**src/rtl/mem_arb.sv**
```systemverilog
// mem_arb: DRAM command arbiter sharing one controller between two video
// write inputs and a display read path. One grant at a time; each grant runs
// busy -> drain -> idle, with a watchdog abort and calibration gating.
module mem_arb #(
  parameter logic [11:0] TIMEOUT    = 12'd4095,
  parameter logic [2:0]  MAX_WR_RUN = 3'd4
) (
  input  logic       cmd_clk,
  input  logic       rst_n,
  input  logic       calib_done,
  input  logic       wr_req0,
  input  logic       wr_req1,
  input  logic       rd_req,
  input  logic       rd_urgent,
  input  logic       wr_done,
  input  logic       rd_done,
  input  logic       cmd_empty,
  output logic [1:0] arb_state,
  output logic       wr_probe,
  output logic       rd_probe,
  output logic [1:0] sel,
  output logic       timeout_err,
  output logic [7:0] debug
);

  typedef enum logic [2:0] {
    IDLE    = 3'd0,
    RD_BUSY = 3'd1,
    WR_BUSY = 3'd2,
    DRAIN   = 3'd3
  } state_t;

  state_t      state, state_n;
  logic [1:0]  arb_state_n;
  logic [1:0]  sel_n;
  logic        wr_probe_n;
  logic        rd_probe_n;
  logic        timeout_err_n;
  logic [2:0]  wr_run, wr_run_n;
  logic        last_wr, last_wr_n;   // 0: input 0 granted last, 1: input 1
  logic [11:0] busy_cnt, busy_cnt_n;
  logic [11:0] busy_inc;
  logic        armed;                // blocks a grant on the first edge after reset
  logic        wr_any;
  logic        pick1;
  logic        rd_first;
  logic        busy_done;
  logic        timed_out;

  assign debug = {timeout_err, calib_done, rd_probe, wr_probe, sel[0], state};

  // Next-state and next-output decode; all outputs leave through registers.
  always_comb begin
    state_n       = state;
    arb_state_n   = arb_state;
    sel_n         = sel;
    wr_probe_n    = wr_probe;
    rd_probe_n    = rd_probe;
    timeout_err_n = timeout_err;
    wr_run_n      = wr_run;
    last_wr_n     = last_wr;
    busy_cnt_n    = busy_cnt;

    busy_inc  = busy_cnt + 12'd1;
    wr_any    = wr_req0 | wr_req1;
    // Contested writes go to the input that did not win last time.
    pick1     = wr_req1 & (~wr_req0 | ~last_wr);
    // Urgent reads, or reads starved by a full write run, beat the writers.
    rd_first  = rd_req & (rd_urgent | (wr_run >= MAX_WR_RUN));
    busy_done = (state == RD_BUSY) ? rd_done : wr_done;
    // Abort lands on the edge that would take the count to TIMEOUT, so the
    // probe is high for exactly TIMEOUT cycles.
    timed_out = (busy_inc == TIMEOUT);

    if (!calib_done) begin
      state_n     = IDLE;
      arb_state_n = '0;
      sel_n       = '0;
      wr_probe_n  = 1'b0;
      rd_probe_n  = 1'b0;
    end else begin
      case (state)
        IDLE: begin
          if (armed) begin
            if (rd_first || (!wr_any && rd_req)) begin
              state_n     = RD_BUSY;
              arb_state_n = 2'b01;
              rd_probe_n  = 1'b1;
              sel_n       = '0;
              wr_run_n    = '0;
              busy_cnt_n  = '0;
            end else if (wr_any) begin
              state_n     = WR_BUSY;
              arb_state_n = 2'b10;
              wr_probe_n  = 1'b1;
              sel_n       = pick1 ? 2'd2 : 2'd1;
              last_wr_n   = pick1;
              wr_run_n    = (wr_run >= MAX_WR_RUN) ? wr_run : wr_run + 3'd1;
              busy_cnt_n  = '0;
            end
          end
        end
        RD_BUSY, WR_BUSY: begin
          if (busy_done || timed_out) begin
            state_n     = DRAIN;
            arb_state_n = '0;
            sel_n       = '0;
            wr_probe_n  = 1'b0;
            rd_probe_n  = 1'b0;
            // A done in the same cycle as the abort wins; flag stays as is.
            if (!busy_done) timeout_err_n = 1'b1;
          end else begin
            busy_cnt_n = busy_inc;
          end
        end
        DRAIN: begin
          if (cmd_empty) state_n = IDLE;
        end
        default: begin
          state_n     = IDLE;
          arb_state_n = '0;
          sel_n       = '0;
          wr_probe_n  = 1'b0;
          rd_probe_n  = 1'b0;
        end
      endcase
    end
  end

  // State and output registers with asynchronous active-low reset.
  always_ff @(posedge cmd_clk or negedge rst_n) begin
    if (!rst_n) begin
      state       <= IDLE;
      arb_state   <= '0;
      sel         <= '0;
      wr_probe    <= 1'b0;
      rd_probe    <= 1'b0;
      timeout_err <= 1'b0;
      wr_run      <= '0;
      last_wr     <= 1'b1;
      busy_cnt    <= '0;
      armed       <= 1'b0;
    end else begin
      state       <= state_n;
      arb_state   <= arb_state_n;
      sel         <= sel_n;
      wr_probe    <= wr_probe_n;
      rd_probe    <= rd_probe_n;
      timeout_err <= timeout_err_n;
      wr_run      <= wr_run_n;
      last_wr     <= last_wr_n;
      busy_cnt    <= busy_cnt_n;
      armed       <= 1'b1;
    end
  end

endmodule

```
**config.mk**
```make
export PLATFORM = sky130hd
export DESIGN_NAME = mem_arb
export DESIGN_NICKNAME = d
export VERILOG_FILES = /design/src/rtl/mem_arb.sv
export SDC_FILE = /design/constraint.sdc
export NUM_CORES = 1
export LEC_CHECK = 0
export ABC_AREA = 1
export ABC_CLOCK_PERIOD_IN_PS = 2900
export CORE_MARGIN = 3
export CORE_UTILIZATION = 45
export DETAILED_ROUTE_END_ITERATION = 10
export HOLD_SLACK_MARGIN = 0.05
export PLACE_DENSITY = 0.65
export SLEW_MARGIN = 20
export SYNTH_ARGS = -nofsm -noshare
export SYNTH_HDL_FRONTEND = slang
export SYNTH_SLANG_ARGS = --single-unit
```
**constraint.sdc**
```tcl
create_clock -name cmd_clk -period 2.9 [get_ports cmd_clk]
set_input_delay 0.725 -clock cmd_clk [delete_from_list [all_inputs] [get_ports cmd_clk]]
set_output_delay 0.725 -clock cmd_clk [all_outputs]
set_load 0.005 [all_outputs]
```
==> results of run 1 <==
-- cells in the mapped netlist --
cell type | count | share of area
a22oi_1 | 1 | 0.0044
nand2_2 | 5 | 0.018
dfrtp_1 | 25 | 0.37
inv_1 | 24 | 0.053
or2_2 | 2 | 0.0073
buf_6 | 1 | 0.0066
xnor2_1 | 1 | 0.0051
dfstp_2 | 1 | 0.015
nand2_4 | 2 | 0.013
nand4_1 | 5 | 0.018
conb_1 | 2 | 0.0044
nand2_1 | 79 | 0.17
buf_4 | 8 | 0.035
o21ai_0 | 8 | 0.023
ha_1 | 6 | 0.044
nor2_4 | 1 | 0.0066
o21bai_2 | 1 | 0.0066
nor3_1 | 4 | 0.012
a31o_2 | 1 | 0.0051
nand3_1 | 26 | 0.076
o21ai_1 | 1 | 0.0029
clkbuf_1 | 2 | 0.0044
nand3b_1 | 3 | 0.013
nor2_2 | 3 | 0.011
a21oi_1 | 9 | 0.026
nor2_1 | 23 | 0.050
-- power by group through the flow --
| stage | registers (mW) | logic, mW | clock network (mW) |
|---|---|---|---|
| floorplan | 0.492 | 0.421 | 0 |
| global placement | 0.507 | 0.579 | 0 |
| detailed placement | 0.507 | 0.585 | 0 |
| CTS | 0.501 | 0.586 | 0.247 |
| global route | 0.513 | 0.652 | 0.263 |
| finish | 0.499 | 0.577 | 0.236 |
-- layout make-up --
type / instances / area share
inverters: 24 / 0.0451
well taps: 46 / 0.0288
clock buffers: 4 / 0.0275
multi-input cells: 183 / 0.446
flip-flops and latches: 26 / 0.326
repair buffers: 26 / 0.126
-- routing by layer --
| layer | GRT usage | up-vias | routed length (um) | share of wire |
|---|---|---|---|---|
| met5 | 0 | - | 0 | 0 |
| met4 | 0.0380 | 0 | 12 | 0.0033 |
| met3 | 0.0283 | 2 | 151 | 0.042 |
| met2 | 0.276 | 24 | 1680 | 0.47 |
| met1 | 0.244 | 694 | 1740 | 0.49 |
| li1 | - | 809 | - | - |
-- flip-flops by register name, indices dropped and copies added (netlist names) --
signal	cells
rd_probe	1
armed	1
sel	2
state	2
last_wr	1
wr_probe	1
timeout_err	1
arb_state	2
wr_run	3
busy_cnt	12
-- cell families (layout without fill, tap and decap cells) --
kind of cell	after synthesis	count (layout)
adder cells (fa/ha/maj)	6	6
buffers and inverters	35	54
AND/OR/NAND/NOR	153	153
XOR/XNOR	1	1
AO/OA/AOI/OAI	21	21
flip-flops	26	26
other	2	2
-- final timing paths --
path                                    from  cells past startpoint      endpoint  slack (ns)
worst max-delay path              calib_done                      2      debug[6]        0.36
worst min-delay path            arb_state[1]                      2  arb_state[1]        0.48
worst max register to register      state[0]                      7   busy_cnt[6]        0.76
worst min register to register  arb_state[1]                      2  arb_state[1]        0.48
max in group asynchronous              rst_n                      2       last_wr        1.77
min in group asynchronous              rst_n                      2  busy_cnt[11]        0.82
==> flow_metrics.py, run 1 <==
metrics = {
    "timing": {
        "fin_crit_sh": 0.877,
        "hold_violations": 0,
        "finalCriticalPeriod_ns": 2.54,
        "slew_headroom": 0.495,
        "skew_ns": 0.00915,
        "fmax_mhz": 393,
        "fin_hold_ws_ns": 0.479,
        "slew_violations": 0,
        "final.setup.worst_slack_ns": 0.357,
        "worst_slew_pin_slew_ns": 0.757,
        "rsz0062_at_grt": "false",
        "setup_tns_ns": 0,
        "finalSetupViolations": 0,
    },
    "placement": {
        "dpl_cell_area_um2": 1940,
        "port_buffers": 23,
        "gp_congestion": 0.807,
        "preCtsSetupSlack_ns": 0.301,
        "dp.cells": 305,
        "dp_hpwl_um": 2700,
    },
    "detailed_routing": {
        "drc": 0,
        "ant_nets": 0,
        "routed_wl_um": 3580,
        "wl_per_cell_um": 11.6,
        "vias": 1529,
        "first_iter_violations": 128,
        "via_per_inst": 4.95,
        "first_pass_iters": 4,
    },
    "flow_run": {
        "drv_cap": 0,
    },
    "floorplan": {
        "rows": 21,
        "ios": 25,
        "die_w_um": 67.7,
        "fp.dieH_um": 67.7,
        "initial_core_util": 0.490,
        "coreArea_um2": 3490,
        "dieArea_um2": 4580,
    },
    "power_and_ir_drop": {
        "powerDensity_nw_per_um2": 657,
        "p_leak_nw": 0.963,
        "power_frac_clock": 0.180,
        "p_seq_frac": 0.380,
        "share_comb_of_total_power": 0.440,
        "p_sw_uw": 535,
        "irDropWorstVdd_mv": 0.310,
        "switching_share": 0.408,
        "total_power_mw": 1.31,
        "p_int_uw": 778,
    },
    "cells_and_area": {
        "fill_cells": 342,
        "final_cells": 309,
        "mostFrequentLayoutCells": "nand2_1, nand3_1, dfrtp_1, inv_1",
        "fin_nets": 280,
        "multiInputGateArea_um2": 892,
        "final_common_cell": "nand2_1",
        "diodes": 0,
        "utilization": 0.572,
        "layout-drive-gt1-share": 0.0875,
        "area_delta_synth_final_pct": 16.7,
        "area.sequential_um2": 652,
        "final_cell_area_um2": 2000,
    },
    "worst_setup_path": {
        "cp_max_fo": 4,
        "slowest_stage": "clkdlybuf4s50_1",
        "cpPeakStageDelay_ns": 0.56,
        "critPathTopFamily": "buffers and inverters",
        "start_kind": "input port",
        "critPathBufInv": 2,
        "end_kind": "output pin",
        "arrival_ns": 1.82,
        "crit_top_cell": "clkdlybuf4s50_1",
        "crit_chain": "clkdlybuf4s50_1 > clkdlybuf4s50_1",
        "crit_type": "input port to output pin",
        "cp.required_ns": 2.17,
    },
    "clocking": {
        "clk_pin_slew_ns": 0.09,
        "clockRootBuffer": "clkbuf_8",
        "cts_buffer_depth": 2,
        "cts_tree": "built",
        "cts.sinks": 26,
        "numCtsBuffers": 3,
        "ctsHoldBuffers": 0,
        "ctsHtreeMaxLevel": 1,
        "ctsResizeCount": 0,
        "clk_latency_ns": 0.27,
        "cts_setup_buffers": 0,
    },
    "synthesis": {
        "syn-cell-area_um2": 1710,
        "syn_area_per_cell_um2": 7.02,
        "synth-simple-area-share": 0.399,
        "synth_cell_types": 26,
        "syn-num-nets": 260,
        "netlist_instances": 244,
        "synth_compound_area_frac": 0.0687,
        "synth_top_family_by_area": "simple AND/OR/NAND/NOR gates",
        "yosysSeqAreaShare": 0.381,
        "synthMuxAreaShare": 0,
        "synth_xor_area_frac": 0.00511,
        "yosys_warnings": 0,
        "synth_seq_cells": 26,
        "synthAdderAreaFrac": 0.0438,
    },
    "grt": {
        "grt_pass1_vias": 1372,
        "antenna_found_initial": 0,
        "grt_util_all_layers": 0.173,
        "grt_max_degree": 27,
        "overflow": 0,
        "grt_pass1_wl_um": 6090,
    },
    "min_path": {
        "worstHoldPathType": "flop to flop",
    },
    "run_status": {
        "outcome": "finished, final reports clean",
    },
}
Power figures use the tool's default switching activity.
==> inputs of run 2 (changes only) <==
- ABC_AREA: 1 -> 0
- CTS_BUF_LIST: not set -> sky130_fd_sc_hd__clkbuf_16
- GPL_TIMING_DRIVEN: not set -> 0
==> run 2 against run 1 <==
Final cell count shrank 13%. Sequential share of layout area shrank 1.6 points. Critical path type is now flop to flop. Clock power grew 30%. Register-to-register slack lost 0.57 ns.
==> flow_metrics.py, run 2 <==
metrics = {
    "run_status": {
        "outcome": "finished, final reports clean",
    },
    "clocking": {
        "cts.sinks": 26,
        "clockRootBuffer": "clkbuf_16",
        "cts_tree": "built",
        "cts_buffer_depth": 2,
        "ctsHtreeMaxLevel": 1,
        "clk_pin_slew_ns": 0.07,
        "numCtsBuffers": 3,
        "ctsHoldBuffers": 0,
        "clk_latency_ns": 0.26,
    },
    "worst_setup_path": {
        "r2r-end": "sel[1]",
        "end_kind": "flop",
        "cp_max_fo": 8,
        "arrival_ns": 2.86,
        "crit_type": "flop to flop",
        "start_kind": "flop",
        "regToRegSetupSlack_ns": 0.19,
        "regToRegStartpoint": "busy_cnt[1]",
        "cp.required_ns": 3.05,
        "reg2reg_depth": 7,
    },
    "floorplan": {
        "ios": 25,
        "fp.dieH_um": 68.3,
        "die_w_um": 68.3,
        "dieArea_um2": 4660,
        "initial_core_util": 0.474,
        "coreArea_um2": 3690,
        "rows": 22,
    },
    "cells_and_area": {
        "final_cells": 268,
        "final_cell_area_um2": 2100,
        "largestRegisters": "busy_cnt (12), wr_run (3)",
        "largest_register": "busy_cnt",
        "fill_cells": 363,
        "area_delta_synth_final_pct": 20.3,
        "mostFrequentLayoutCells": "dfrtp_1, nand2_1, clkdlybuf4s50_1, a21oi_1, nor2_1",
        "diodes": 0,
        "layout-drive-gt1-share": 0.114,
        "fin_nets": 237,
        "final_common_cell": "dfrtp_1",
        "largest_reg_flops": 12,
    },
    "grt": {
        "overflow": 0,
        "antenna_found_initial": 0,
        "grt_util_all_layers": 0.203,
        "grt_max_degree": 27,
        "grt_pass1_wl_um": 7160,
        "grt_pass1_vias": 1584,
    },
    "detailed_routing": {
        "vias": 1536,
        "wl_per_cell_um": 14.8,
        "via_per_inst": 5.73,
        "drc": 0,
        "first_pass_iters": 5,
        "routed_wl_um": 3980,
        "first_iter_violations": 129,
        "ant_nets": 0,
    },
    "timing": {
        "slew_violations": 0,
        "slew_headroom": 0.593,
        "hold_violations": 0,
        "fmax_mhz": 369,
        "setup_tns_ns": 0,
        "worst_slew_pin_slew_ns": 0.611,
        "fin_crit_sh": 0.936,
        "fin_hold_ws_ns": 0.468,
        "finalSetupViolations": 0,
        "rsz0062_at_grt": "false",
        "final.setup.worst_slack_ns": 0.187,
        "finalCriticalPeriod_ns": 2.71,
        "skew_ns": 0.00508,
    },
    "placement": {
        "dp.cells": 264,
        "dpl_cell_area_um2": 2020,
        "gp_congestion": 0.873,
        "dp_hpwl_um": 3020,
        "port_buffers": 22,
        "preCtsSetupSlack_ns": -0.0637,
    },
    "flow_run": {
        "drv_cap": 0,
    },
    "power_and_ir_drop": {
        "p_leak_nw": 0.904,
        "powerDensity_nw_per_um2": 679,
        "irDropWorstVdd_mv": 0.361,
    },
    "synthesis": {
        "synth_xor_area_frac": 0.00501,
        "yosys-top-cells-count": "dfrtp_1, nand2_1, a21oi_1",
        "syn-cell-area_um2": 1750,
        "synthArstFlopShare": 1.00,
        "synth_top_family_by_area": "compound AO/OA/AOI/OAI gates",
        "yosys_warnings": 0,
        "yosysTopAreaCell": "dfrtp_1",
        "synth_seq_cells": 26,
        "syn_area_per_cell_um2": 9.00,
        "synthAdderAreaFrac": 0.0430,
        "yosys_most_used_dff": "dfrtp_1",
        "yosysSeqAreaShare": 0.373,
        "synth_edf_count": 0,
        "synthMuxAreaShare": 0.0480,
        "synth_compound_area_frac": 0.241,
        "yosysMostFrequentCell": "dfrtp_1",
        "netlist.area_leader.share": 0.358,
        "netlist_instances": 194,
        "synth_cell_types": 51,
        "synth_area_leaders": "dfrtp_1, nand2_1, ha_1, a21oi_1, buf_4",
        "synth-simple-area-share": 0.227,
        "syn-num-nets": 210,
    },
    "min_path": {
        "worstHoldPathType": "input port to asynchronous set/reset pin",
    },
}
run 2: final cells by class:
cell class                 instances  area (um^2)  share of cell area
multi-input combinational        148          992               0.472
sequential                        26          652               0.310
timing repair buffer              22          215               0.102
buffer                            13         77.6              0.0369
clock buffer                       3         75.1              0.0357
tap                               48         60.1              0.0286
inverter                           7         26.3              0.0125
clock inverter                     1         3.75             0.00179
run 2: critical path: stages, from the launching register on:
cell and delay, ns:
dfrtp_1 0.47, ha_1 0.31, and4_1 0.26, a21oi_1 0.08, or3b_4 0.41, o41ai_4 0.62
o211ai_2 0.20, a32o_1 0.24
run 2: metrics by stage:
stage,util,power (mW)
6_report,0.570,1.43
5_1_grt,0.570,1.55
4_1_cts,0.570,1.44
3_5_place_dp,0.548,1.13
3_3_place_gp,0.550,1.11
2_1_floorplan,-,0.907
run 2: what timing repair did:
| item | 4_1_cts | 5_1_grt |
|---|---|---|
| gates resized for setup | 0 | 2 |
| setup endpoints to repair | 0 | 9 |
| setup buffers | 0 | 0 |
run 2: where the power goes:
group | total (mW) | internal [mW] | switching (mW)
sequential | 0.528 | 0.447 | 0.0808
combinational | 0.593 | 0.268 | 0.325
clock | 0.307 | 0.185 | 0.122
total | 1.43 | 0.900 | 0.529
run 2: kinds of logic after synthesis:
group,after synthesis
compound gates,56
xor+xnor,1
fa+ha+maj,6
buf+inv,20
flops,26
mux,8
other cells,2
simple gates,75
run 2: per-layer routing:
metal,track usage,vias to the layer above,part of all wire
li1,-,764,-
met1,0.246,714,0.44
met2,0.347,45,0.50
met3,0.0279,13,0.035
met4,0.109,0,0.028
met5,0,-,0
run 2: worst max path at each step:
stage,start,end,slack (ns),cells past startpoint
floorplan,busy_cnt[1],sel[0],0.52,7
global placement,rd_req,busy_cnt[11],-0.06,7
detailed placement,rd_req,busy_cnt[8],-0.06,8
CTS,busy_cnt[1],sel[1],0.19,7
global route,busy_cnt[1],sel[0],0.01,7
finish,busy_cnt[1],sel[1],0.19,7
